## config.mk

```make
export PLATFORM = sky130hd
export DESIGN_NAME = hc194_usr_latch
export DESIGN_NICKNAME = d
export VERILOG_FILES = /design/src/rtl/hc194_usr_latch.sv
export SDC_FILE = /design/constraint.sdc
export NUM_CORES = 1
export LEC_CHECK = 0
export CAP_MARGIN = 20
export CORE_MARGIN = 4
export CORE_UTILIZATION = 50
export DETAILED_ROUTE_END_ITERATION = 8
export PLACE_DENSITY = 0.83
export SYNTH_ARGS = -nofsm -noshare
export SYNTH_HDL_FRONTEND = slang
export SYNTH_SLANG_ARGS = --single-unit
```

## constraint.sdc

```tcl
create_clock -name clk -period 1.8 [get_ports clk]
set_input_delay 0.36 -clock clk [delete_from_list [all_inputs] [get_ports clk]]
set_output_delay 0.36 -clock clk [all_outputs]
set_load 0.02 [all_outputs]
```

## src/rtl/hc194_usr_latch.sv

```systemverilog
// WIDTH-bit 74HC194-style universal shift register with 595-style storage latch.
// Define HC194_USR_PARITY_EN to add the registered par_out output.
module hc194_usr_latch #(
  parameter int              WIDTH   = 8,
  parameter logic [WIDTH-1:0] RST_VAL = '0,
  localparam int             CW      = $clog2(WIDTH) + 1
) (
  input  logic             clk,
  input  logic             rst,
  input  logic [1:0]       mode,
  input  logic             dsr,
  input  logic             dsl,
  input  logic [WIDTH-1:0] d_in,
  input  logic             latch,
  output logic [WIDTH-1:0] q_out,
  output logic             so_up,
  output logic             so_dn,
  output logic [CW-1:0]    shift_cnt,
`ifdef HC194_USR_PARITY_EN
  output logic             par_out,
`endif
  output logic             done
);

  localparam logic [CW-1:0] WRAP = CW'(WIDTH);

  logic [WIDTH-1:0] sreg;
  logic [WIDTH-1:0] sreg_nx;
  logic [CW-1:0]    cnt_nx;
  logic [CW-1:0]    cnt_inc;
  logic             done_nx;
  logic             shifting;

  always_comb begin
    sreg_nx  = sreg;
    cnt_nx   = shift_cnt;
    done_nx  = 1'b0;
    shifting = 1'b0;
    cnt_inc  = shift_cnt + CW'(1);
    case (mode)
      2'b01: begin
        sreg_nx  = {sreg[WIDTH-2:0], dsr};
        shifting = 1'b1;
      end
      2'b10: begin
        sreg_nx  = {dsl, sreg[WIDTH-1:1]};
        shifting = 1'b1;
      end
      2'b11: begin
        sreg_nx = d_in;
        cnt_nx  = '0;
      end
      default: ;
    endcase
    // a frame closes on the WIDTH-th shift in either direction
    if (shifting) begin
      if (cnt_inc == WRAP) begin
        cnt_nx  = '0;
        done_nx = 1'b1;
      end else begin
        cnt_nx = cnt_inc;
      end
    end
  end

  always_ff @(posedge clk) begin
    if (rst) begin
      sreg      <= RST_VAL;
      q_out     <= RST_VAL;
      shift_cnt <= '0;
      done      <= 1'b0;
`ifdef HC194_USR_PARITY_EN
      par_out   <= ^RST_VAL;
`endif
    end else begin
      sreg      <= sreg_nx;
      shift_cnt <= cnt_nx;
      done      <= done_nx;
      // storage captures the pre-edge shift register
      if (latch) begin
        q_out   <= sreg;
`ifdef HC194_USR_PARITY_EN
        par_out <= ^sreg;
`endif
      end
    end
  end

  assign so_up = sreg[WIDTH-1];
  assign so_dn = sreg[0];

endmodule

```

==> metrics.cfg, run 1 <==
[global_route]
grt_pass1_wl_um = 3532
overflow = 0
grt_pass1_vias = 820
antenna_found_initial = 0
grt_max_degree = 18
global_route.usage.total_pct = 16.93

[cts]
clock_latency_ps = 300
ctsRootBufferMaster = clkbuf_4
htreeDepth = 1
cts_num_sinks = 21
postCtsHoldBufs = 0
cts_tree = done
cts_inserted_buffers = 3
postCtsResizedCells = 0
clk_pin_slew_ps = 110
cts_setup_buffers = 0
clk_path_buf_depth = 2

[sta]
max_freq_mhz = 581.8
setup_viol = 0
period_needed_ps = 1719
hold_viol = 0
worstMarginPinSlew_ps = 518.0
post-route-period-util_pct = 95.49
max_slew_margin_pct = 65.47
drv_slew = 0
rsz0062_at_grt = no
timing.hold.ws_ps = 502.8
skew_ps = 2.707

[hold_path]
hp-class = reg2reg
hold_path_depth = 2
hold_end = shift_cnt[1]
hp-start = shift_cnt[1]

[worst_setup_path]
slowest_delay_ps = 640
worst-path-buf-inv = 1
critPathLaunchType = register
crit-reg2reg-capture = shift_cnt[3]
worstSetupPathType = reg2out
reg2reg_from = shift_cnt[0]
r2r_slack_ps = 640
critPathMaxFanout = 6
cp_top_family = buffers and inverters
cp_slowest_cell = clkdlybuf4s50_1
end_kind = primary output
worstPathCellList = clkdlybuf4s50_1
r2r_cells = 4
arrival_ps = 1360
crit_required_ps = 1440

[logic_synthesis]
synth-edff-count = 0
netlist_area_mm2 = 0.001050
synthCells = 105
yosys.area.top_type_share_pct = 40.05
seq_area_frac_synth_pct = 40.05
synth_area_leaders = dfxtp_1 (40%), a221oi_2 (14%), mux2i_1 (7.6%)
synth_largest_area_cell = dfxtp_1
async_flop_share_pct = 0
avgSynthCellArea_um2 = 9.998
ys_types = 25
ys.flop_type = dfxtp_1
synth.ff_latch_count = 21
synth_nets = 124
yosys_warnings = 0

[layout]
final_common_cell = clkdlybuf4s50_1
area_delta_synth_final_pct = 35.16
layout_common_cells = clkdlybuf4s50_1 (29), dfxtp_1 (21), inv_1 (10), nor2_1 (10), a221oi_2 (10)
drive_gt1_share_pct = 14.60
utilization_pct = 71.59
insertedDiodeCount = 0
fin_nets = 157

[die]
dieArea_mm2 = 0.002897
core_mm2 = 0.001982
io-pin-count = 30
start_util_pct = 52.97
die_width_um = 53.82
fp.dieH_um = 53.82
placementRows = 16

[placement]
dp_hpwl_um = 1680
finalWeightedCongestion = 0.7584
io_buffer_count = 29

[detailed_routing]
drc = 0
postRouteAntennaNets = 0
vias = 876
firstDrtPassIters = 4
wire_per_inst_um = 13.15
drt_wl_total_um = 2157
routed_via_density = 5.341
detail_route.iter0.violations = 8

[power]
p_leak_nw = 0.5331
finalPower_w = 0.0009564
p_sw_w = 0.0002634
p_sw_share_pct = 27.54
power.density_mw_per_mm2 = 674.0
clkPwrFrac_pct = 23.2
comb_power_share_pct = 23.2
seq_power_share_pct = 53.6
ir_drop_mv = 0.4403
internal-power_w = 0.0006930

[run]
maxCapViolations = 0

[outcome]
status = finished, final reports clean

## layer usage
| metal | global-route usage (%) | vias to the layer above | part of all wire [%] |
|---|---|---|---|
| met4 | 5.106 | 0 | 0.88 |
| li1 | - | 444 | - |
| met3 | 5.263 | 2 | 4.6 |
| met1 | 19.29 | 411 | 43 |
| met5 | 0 | - | 0 |
| met2 | 29.84 | 19 | 52 |
## per-stage QoR
step           area, um2  TNS, ps  worst slack [ps]  std cells
6_report            1419        0             81.19        164
5_1_grt             1419        0             24.98        164
4_1_cts             1419        0             60.85        164
3_5_place_dp        1393   -849.9            -125.7        160
3_3_place_gp        1393   -396.9            -56.96        160
2_1_floorplan       1050        0             504.4        105
## power by group through the flow
| stage | registers (W) | clock network [W] | logic [W] |
|---|---|---|---|
| 2_1_floorplan | 0.000537 | 0 | 0.000117 |
| 3_3_place_gp | 0.000521 | 0 | 0.000217 |
| 3_5_place_dp | 0.000523 | 0 | 0.000223 |
| 4_1_cts | 0.000513 | 0.000228 | 0.000224 |
| 5_1_grt | 0.000517 | 0.000248 | 0.000241 |
| 6_report | 0.000513 | 0.000222 | 0.000222 |
## worst max-delay path by stage
stage / start / end / slack [ps] / cells after the start
6_report: shift_cnt[2] / shift_cnt[2] / 80 / 1
5_1_grt: shift_cnt[2] / shift_cnt[2] / 20 / 1
4_1_cts: shift_cnt[2] / shift_cnt[2] / 60 / 1
3_5_place_dp: mode[0] / sreg[2] / -130 / 5
3_3_place_gp: mode[0] / sreg[2] / -60 / 5
2_1_floorplan: mode[0] / shift_cnt[3] / 500 / 5
## flip-flops by register name (all words and copies together), names as in the netlist
register,flops
q_out,8
sreg,8
shift_cnt,4
done,1
## area by class of cell
class	count	area, um2
Inverter	10	37.54
Tap cell	27	33.78
Fill cell	146	563.0
Timing Repair Buffer	35	360.3
Multi-Input combinational cell	67	540.5
Clock buffer	4	26.28
Sequential cell	21	420.4
## cells in the mapped netlist (2+ instances only)
master / instances
buf_6: 2
a221oi_2: 10
nor2b_1: 2
ha_1: 4
nand3_1: 2
inv_1: 10
a22oi_1: 2
dfxtp_1: 21
nand2_1: 9
a21oi_1: 5
buf_4: 2
buf_2: 2
nand3b_1: 2
nand4b_1: 2
nor2_1: 10
a221oi_1: 4
mux2i_1: 8
## cell families (layout without fill, tap and decap cells)
kind of cell / after synthesis / after routing / synth area share (%)
AND/OR/NAND/NOR: 30 / 30 / 15.02
AO/OA/AOI/OAI: 24 / 24 / 23.24
flip-flops: 21 / 21 / 40.05
buffers and inverters: 17 / 49 / 8.462
multiplexers: 8 / 8 / 7.628
adder cells (fa/ha/maj): 4 / 4 / 4.768
XOR/XNOR: 1 / 1 / 0.8345
No activity file was read; power rests on OpenSTA's default activity.
==> run 2: changes to the inputs <==
Settings changed: TNS_END_PERCENT set to 50.
==> results of run 2 <==
The final DEF is identical to that of run 1; final timing and power are the same.
==> run 3: changes to the inputs <==
Settings changed: CAP_MARGIN 20 to 5.
==> results of run 3 <==
The final DEF is identical to that of run 1; final timing and power are the same.
